<file path="config.mk">
export PLATFORM = sky130hd
export DESIGN_NAME = spi_master
export DESIGN_NICKNAME = d
export VERILOG_FILES = /design/src/rtl/spi_master.sv
export SDC_FILE = /design/constraint.sdc
export NUM_CORES = 1
export LEC_CHECK = 0
export CAP_MARGIN = 25
export CORE_MARGIN = 8
export CORE_UTILIZATION = 40
export CTS_CLUSTER_DIAMETER = 40
export CTS_CLUSTER_SIZE = 24
export DETAILED_ROUTE_END_ITERATION = 16
export HOLD_SLACK_MARGIN = 0.02
export MAX_ROUTING_LAYER = met4
export PLACE_DENSITY_LB_ADDON = 0.1
export SYNTH_ARGS = -nofsm -noshare
export SYNTH_HDL_FRONTEND = slang
export SYNTH_SLANG_ARGS = --single-unit
export TNS_END_PERCENT = 100
</file>
<file path="constraint.sdc">
create_clock -name clk -period 5.1 [get_ports clk]
set_input_delay 1.02 -clock clk [delete_from_list [all_inputs] [get_ports clk]]
set_output_delay 1.02 -clock clk [all_outputs]
set_load 0.005 [all_outputs]
</file>
<file path="src/rtl/spi_master.sv">
// SPI-style framed master: SEL, 10-bit {cmd,din} shift, optional turnaround + 8-bit receive, END.
// Define SPI_MASTER_SEQ_CHECK_EN to reject read-data frames not preceded by a read-address frame.
module spi_master #(
  parameter int TA_CYCLES = 2
) (
  input  logic       clk,
  input  logic       rst,
  input  logic       start,
  input  logic [1:0] cmd,
  input  logic [7:0] din,
  input  logic       MISO,
  output logic       MOSI,
  output logic       SS_n,
  output logic       busy,
  output logic       done,
  output logic [7:0] rx_data,
  output logic       rx_valid,
  output logic       err
);

  typedef enum logic [2:0] {IDLE, SEL, SHIFT, TURN, RECV, END} state_t;

  localparam logic [3:0] TA_LAST = 4'(TA_CYCLES - 1);

  state_t      state_q, state_d;
  logic [3:0]  cnt_q, cnt_d;
  logic [9:0]  frame_q, frame_d;
  logic [7:0]  rx_sh_q, rx_data_q;
  logic        mosi_q, mosi_d;
  logic        ss_n_q, ss_n_d;
  logic        busy_q, busy_d;
  logic        done_q, done_d;
  logic        rx_valid_q, rx_valid_d;
  logic        can_start, reject, accept;
  logic [3:0]  shift_idx;

  assign can_start = (state_q == IDLE) || (state_q == END);
  assign accept    = can_start && start && !reject;

`ifdef SPI_MASTER_SEQ_CHECK_EN
  logic seq_ok_q;
  logic err_q, err_d;

  assign reject = (cmd == 2'b11) && !seq_ok_q;
  assign err_d  = can_start && start && reject;
  assign err    = err_q;

  // Flag follows the command of each frame as it completes.
  always_ff @(posedge clk or posedge rst) begin
    if (rst) begin
      seq_ok_q <= 1'b0;
      err_q    <= 1'b0;
    end else begin
      err_q <= err_d;
      if (state_d == END && state_q != END) begin
        if (frame_q[9:8] == 2'b10)
          seq_ok_q <= 1'b1;
        else if (frame_q[9:8] == 2'b11)
          seq_ok_q <= 1'b0;
      end
    end
  end
`else
  assign reject = 1'b0;
  assign err    = 1'b0;
`endif

  always_ff @(posedge clk or posedge rst) begin
    if (rst) begin
      state_q    <= IDLE;
      cnt_q      <= 4'd0;
      frame_q    <= 10'd0;
      rx_sh_q    <= 8'd0;
      rx_data_q  <= 8'd0;
      mosi_q     <= 1'b0;
      ss_n_q     <= 1'b1;
      busy_q     <= 1'b0;
      done_q     <= 1'b0;
      rx_valid_q <= 1'b0;
    end else begin
      state_q    <= state_d;
      cnt_q      <= cnt_d;
      frame_q    <= frame_d;
      mosi_q     <= mosi_d;
      ss_n_q     <= ss_n_d;
      busy_q     <= busy_d;
      done_q     <= done_d;
      rx_valid_q <= rx_valid_d;
      if (state_q == RECV) begin
        rx_sh_q <= {rx_sh_q[6:0], MISO};
        if (state_d == END)
          rx_data_q <= {rx_sh_q[6:0], MISO};
      end
    end
  end

  always_comb begin
    state_d = state_q;
    unique case (state_q)
      IDLE:    if (accept) state_d = SEL;
      SEL:     if (cnt_q == 4'd1) state_d = SHIFT;
      SHIFT:   if (cnt_q == 4'd9) state_d = (frame_q[9:8] == 2'b11) ? TURN : END;
      TURN:    if (cnt_q == TA_LAST) state_d = RECV;
      RECV:    if (cnt_q == 4'd7) state_d = END;
      END:     state_d = accept ? SEL : IDLE;
      default: state_d = IDLE;
    endcase
  end

  // Phase counter restarts on every state change and rests at zero while idle.
  assign cnt_d   = (state_d != state_q || state_d == IDLE) ? 4'd0 : cnt_q + 4'd1;
  assign frame_d = accept ? {cmd, din} : frame_q;

  // Outputs are decoded from the next state so they register together with it.
  always_comb begin
    shift_idx  = 4'd9 - cnt_d;
    mosi_d     = 1'b0;
    ss_n_d     = 1'b1;
    busy_d     = 1'b0;
    done_d     = 1'b0;
    rx_valid_d = 1'b0;
    unique case (state_d)
      SEL: begin
        ss_n_d = 1'b0;
        busy_d = 1'b1;
        mosi_d = frame_d[9];
      end
      SHIFT: begin
        ss_n_d = 1'b0;
        busy_d = 1'b1;
        mosi_d = frame_d[shift_idx];
      end
      TURN, RECV: begin
        ss_n_d = 1'b0;
        busy_d = 1'b1;
      end
      END: begin
        done_d     = 1'b1;
        rx_valid_d = (frame_d[9:8] == 2'b11);
      end
      default: ;
    endcase
  end

  assign MOSI     = mosi_q;
  assign SS_n     = ss_n_q;
  assign busy     = busy_q;
  assign done     = done_q;
  assign rx_data  = rx_data_q;
  assign rx_valid = rx_valid_q;

endmodule
</file>
==> reports/results.ini, run 1 <==
[status]
status=finished clean

[power]
vdd_ir_drop_max_mv=0.240
p_leak_nw=1.03
p_per_area_nw_per_um2=577
power_mw=1.27

[floorplan]
core_um2=4350
die_h_um=83.2
start_util=0.415
die_w_um=83.2
ioPinCount=28
rows=24
die-area_um2=6920

[logic_synthesis]
yosysMostFrequentCell=dfrtp_1
synth.net_count=193
synthTopCellsByCount=36 x dfrtp_1, 34 x nand2_1, 16 x mux2_2, 14 x inv_1, 12 x nor2_1
postSynthCellCount=176
synth_compound_area_frac=0.110
ys_top_cells_by_area=dfrtp_1 50%, mux2_2 10%, nand2_1 7.1%, inv_1 2.9%, nor2_1 2.5%
synthArstFlopShare=1.00
yosysTopAreaCellShare=0.499
synthMuxAreaShare=0.111
yosys.area_share.simple=0.167
synth.largest_area_cell=dfrtp_1
synth.distinct_cells=41
ys.flop_type=dfrtp_1
synth_edf_count=0
avgSynthCellArea_um2=10.3
netlist_area_um2=1810
synth_xor_area_frac=0.0242
synth-adder-area-share=0.0208
yosys_warnings=0
synth_top_family_by_area=simple AND/OR/NAND/NOR gates
ys_ff_latch=37
ys_seq_area_frac=0.513

[routing]
drt_iter0_drc=63
drt.antenna.violating_nets=0
firstDrtPassIters=4
avgRoutedWirePerCell_um=14.9
routed_via_density=5.17
vias=1324
routed_wl_um=3830
drc=0

[layout]
register_area_um2=927
nets=220
syn_to_final_growth_pct=21.5
multi_input_area_um2=786
drive_above_1_share=0.142
postLayoutCoreUtil=0.504
n_antenna_cell=0
final_area_um2=2200
fill_cells=387

[place]
gp_congestion=0.897
place_area_um2=2110
post-dp-hpwl_um=2830
port_buffers=26

[setup_path]
crit_fanout=13
r2r_start=state_q[1]$_DFF_PP0_
worst_setup_path_end_kind=flip-flop
reg2reg_to=MOSI$_DFF_PP0_
arrival_ps=4040
critical_path_required_ps=5270
critPathLaunchType=input pin
worst-r2r-setup-slack_ps=1570
worst-setup-path-type=in2reg
rr_worst_depth=11

[sta]
tns_ps=0
slew_headroom=0.384
tightest_slew_ps=918
finalClockSkew_ps=6.87
timing.final.crit_share=0.758
drv_slew=0
hold_ws_ps=470
period_needed_ps=3860
max_clock_freq_mhz=259
hold_viol=0
grt_setup_unrepaired=no
timing.final.setup_violations=0

[clock_network]
cts_tree=built
clk_pin_slew_ps=70
htree_levels=2
clock_sinks=37
cts.repair.resized=0
worst_skew_pair.late_latency_ps=280
postCtsHoldBufs=0
clockBufferDepth=2
post_cts_buffers=0
cts-root-buf=clkbuf_8
cts_buffers=5

[hold_path]
hold_depth=2
hold_path_class=reg2reg
min_from=rx_sh_q[6]$_DFFE_PP0N_
hold_path_end=rx_data[7]$_DFFE_PP0P_

[global_route]
grt_pass1_vias=1389
grt_overflow_total=0
grt_max_degree=38
antenna_found_initial=0
grt_pass1_wl_um=6610
grt_use_total=0.118

[job]
cap_violations=0

per-layer routing:
metal | GRT usage | up-vias | share of wire
met5 | - | - | 0
li1 | - | 646 | -
met2 | 0.179 | 32 | 0.49
met1 | 0.145 | 641 | 0.44
met4 | 0.0335 | 0 | 0.0089
met3 | 0.0410 | 5 | 0.057
power by group:
group,total [mW],switching (mW),internal (mW),leakage [nW]
clock network,0.206,0.0961,0.110,0.0455
registers,0.455,0.0704,0.384,0.475
logic,0.606,0.326,0.280,0.508
total,1.27,0.493,0.774,1.03
worst max-delay path by stage:
stage | from | end
floorplan | cnt_q[0]$_DFF_PP0_ | MOSI$_DFF_PP0_
global route | start | MOSI$_DFF_PP0_
global placement | start | MOSI$_DFF_PP0_
CTS | start | MOSI$_DFF_PP0_
detailed placement | start | MOSI$_DFF_PP0_
finish | start | MOSI$_DFF_PP0_
state kept, by name, summed over array words and instances (netlist names):
register,count
frame_q,10
SS_n,1
MOSI,1
cnt_q,4
busy,1
done,1
rx_valid,1
state_q,3
rx_sh_q,7
rx_data,8
cell usage in the layout (no fill, tap or decap), types with 2 or more instances in the layout:
cell type        netlist  layout
dfrtp_1               36      36
xnor2_1                2       2
buf_4                  2       2
nor2_1                12      12
nand3b_1               2       2
a31oi_1                5       5
a21oi_1                6       6
clkbuf_1               2       2
xor2_1                 3       3
nor2b_1                3       3
o21ai_1                2       2
nor4b_1                2       2
mux2i_1                2       2
nand2b_1               3       3
nand2_1               34      34
nand3_1                2       2
mux2_2                16      16
ha_1                   3       3
clkdlybuf4s50_1        0      26
inv_1                 14      14
clkbuf_8               0       6
o21ai_0                2       2
critical path: stages:
cell and delay [ps]:
clkdlybuf4s50_1 520, nand3b_1 500, o311a_4 350, a221o_1 340
a21oi_1 270, nand2_1 110, ha_1 350, a221oi_1 220
a31oi_1 80, a211o_1 260
stage by stage:
step                      setup WS, ps  std cells
after floorplan                   2150        176
after CTS                         1230        256
final                             1240        256
after global placement            1130        248
after global routing              1060        256
after detailed placement           918        248
cell type report:
class	count	share of cell area
multi-input cells	117	0.358
clock buffers	8	0.0410
flip-flops and latches	37	0.422
well taps	52	0.0296
inverters	14	0.0239
repair buffers	28	0.125
logic make-up after synthesis:
logic type               after synthesis
flip-flops                            37
buffers and inverters                 22
AND/OR/NAND/NOR                       64
adder cells (fa/ha/maj)                3
AO/OA/AOI/OAI                         26
XOR/XNOR                               5
multiplexers                          18
other                                  1
Note: power is estimated with default switching activity, not from simulation.
==> run 2, diff against run 1 <==
Clock period 5.1 ns to 3.33 ns, I/O delays scaled along.
==> reports/results.ini, run 2 (synthesized netlist as in run 1, its figures left out) <==
[status]
status=finished clean  ; unchanged

[layout]
nets=226  ; was 220
final_area_um2=2260  ; was 2200 um2
regMostFlops=frame_q  ; unchanged
syn_to_final_growth_pct=25.2  ; was 21.5%
drive_above_1_share=0.186  ; was 0.142
postLayoutCoreUtil=0.520  ; was 0.504
final_common_cell=dfrtp_1  ; unchanged
fill_cells=391  ; was 387
stdcell_count=262  ; was 256
largest_reg_flops=10  ; unchanged
n_antenna_cell=0  ; unchanged
mostFrequentLayoutCells=36 x dfrtp_1, 34 x nand2_1, 26 x clkdlybuf4s50_1  ; unchanged

[global_route]
antenna_found_initial=0  ; unchanged
grt_max_degree=21  ; was 38
grt_pass1_wl_um=6460  ; was 6610 um
grt_pass1_vias=1378  ; was 1,389
grt_overflow_total=0  ; unchanged
grt_use_total=0.115  ; was 0.118

[place]
post-dp-hpwl_um=2930  ; was 2830 um
port_buffers=26  ; unchanged
dp_cells=254  ; was 248
gp_congestion=0.907  ; was 0.897
place_ws_ps=15.3  ; was 918 ps
place_area_um2=2150  ; was 2110 um2

[clock_network]
worst_skew_pair.late_latency_ps=280  ; about the same
cts_buffers=5  ; unchanged
clock_sinks=37  ; unchanged
postCtsHoldBufs=0  ; unchanged
clockBufferDepth=2  ; unchanged
htree_levels=2  ; unchanged
clk_pin_slew_ps=70  ; about the same
cts-root-buf=clkbuf_8  ; unchanged
cts_tree=built  ; unchanged

[power]
cellInternalPower_mw=1.26  ; was 0.774 mW
pwr-share-seq=0.324  ; was 0.359
vdd_ir_drop_max_mv=0.317  ; was 0.240 mV
p_leak_nw=1.07  ; was 1.03 nW
power_switching_mw=0.792  ; was 0.493 mW
p_clk_frac=0.164  ; was 0.163
swShare=0.387  ; was 0.389
pwr-share-comb=0.511  ; was 0.478
power_mw=2.05  ; was 1.27 mW
p_per_area_nw_per_um2=906  ; was 577 nW/um2

[floorplan]
start_util=0.415  ; unchanged
core_um2=4350  ; unchanged
rows=24  ; unchanged
die-area_um2=6920  ; unchanged
die_h_um=83.2  ; unchanged
die_w_um=83.2  ; unchanged
ioPinCount=28  ; unchanged

[job]
cap_violations=0  ; unchanged

[routing]
firstDrtPassIters=4  ; unchanged
routed_wl_um=3870  ; was 3830 um
drc=0  ; unchanged
drt_iter0_drc=56  ; was 63
avgRoutedWirePerCell_um=14.8  ; was 14.9 um
routed_via_density=5.17  ; about the same
drt.antenna.violating_nets=0  ; unchanged
vias=1354  ; was 1,324

[setup_path]
critical_path_required_ps=3490  ; was 5270 ps
arrival_ps=3300  ; was 4040 ps
worst-setup-path-type=reg2reg  ; was in2reg
critPathLaunchType=flip-flop  ; was input pin
crit_fanout=3  ; was 13
worst_setup_path_end_kind=flip-flop  ; unchanged

[sta]
tns_ps=0  ; unchanged
tightest_slew_ps=885  ; was 918 ps
layout_setup_ws_ps=192  ; was 1240 ps
max_clock_freq_mhz=319
timing.final.crit_share=0.942
period_needed_ps=3140
slew_headroom=0.405  ; was 0.384
finalClockSkew_ps=4.24  ; was 6.87 ps
hold_viol=0  ; unchanged
timing.final.setup_violations=0  ; unchanged
hold_ws_ps=473  ; was 470 ps
drv_slew=0  ; unchanged

[hold_path]
hold_path_class=reg2reg  ; unchanged

-- run 2: cell types whose count changed in the layout (fill, tap and decap cells not counted) --
| cell | previous run | this run |
|---|---|---|
| buf_4 | 2 | 8 |
| clkbuf_1 | 2 | 0 |
| a21oi_1 | 6 | 5 |
| a21oi_2 | 0 | 1 |
| a221oi_1 | 1 | 0 |
| a221oi_2 | 1 | 2 |
| clkbuf_8 | 6 | 7 |
| clkinv_2 | 0 | 1 |
-- run 2: path summary, 6_finish.rpt --
path | start | endpoint | slack (ps) | depth (start not counted)
max | cnt_q[1]$_DFF_PP0_ | MOSI$_DFF_PP0_ | 190 | 12
min reg2reg | rx_sh_q[6]$_DFFE_PP0N_ | rx_data[7]$_DFFE_PP0P_ | 470 | 2
min | rx_sh_q[6]$_DFFE_PP0N_ | rx_data[7]$_DFFE_PP0P_ | 470 | 2
max reg2reg | cnt_q[1]$_DFF_PP0_ | MOSI$_DFF_PP0_ | 190 | 12
max in group asynchronous | rst | rx_data[6]$_DFFE_PP0P_ | 1830 | 3
min in group asynchronous | rst | frame_q[6]$_DFF_PP0_ | 780 | 2
-- run 2: layout make-up --
cell class | instances | area, um2 | share of cell area
inverter | 14 | 52.6 | 0.0232
timing repair buffer | 34 | 320 | 0.142
sequential | 37 | 927 | 0.410
tap | 52 | 65.1 | 0.0288
clock buffer | 7 | 96.3 | 0.0426
multi-input combinational | 117 | 796 | 0.352
clock inverter | 1 | 5.00 | 0.00221
-- run 2: timing repair --
action                                  in CTS  in global routing
buffers inserted                             0                  0
resized for setup                            0                  2
endpoints found under the setup margin       0                  1
-- run 2: worst max-delay path: stages, from the launching register on --
cell and delay, ps:
dfrtp_1 400, inv_1 70, ha_1 180, or4b_1 440
a21oi_1 130, a21oi_1 90, a221o_1 400, a21oi_2 250
nand2_1 130, ha_1 370, a221oi_2 220, a31oi_1 60
a211o_1 270
-- run 2: metal layers --
metal	share of wire	vias to the layer above	GRT usage	wire, um
li1	-	660	-	-
met1	0.45	660	0.133	1750
met2	0.49	26	0.181	1880
met3	0.045	8	0.0391	173
met4	0.016	0	0.0415	63
met5	0	-	-	0
-- run 2: power groups by stage --
stage / registers, mW / logic [mW] / clock network (mW)
final: 0.665 / 1.05 / 0.337
after global routing: 0.679 / 1.16 / 0.370
after CTS: 0.666 / 1.01 / 0.351
after detailed placement: 0.675 / 1.00 / 0
after global placement: 0.667 / 0.957 / 0
after floorplan: 0.648 / 0.753 / 0
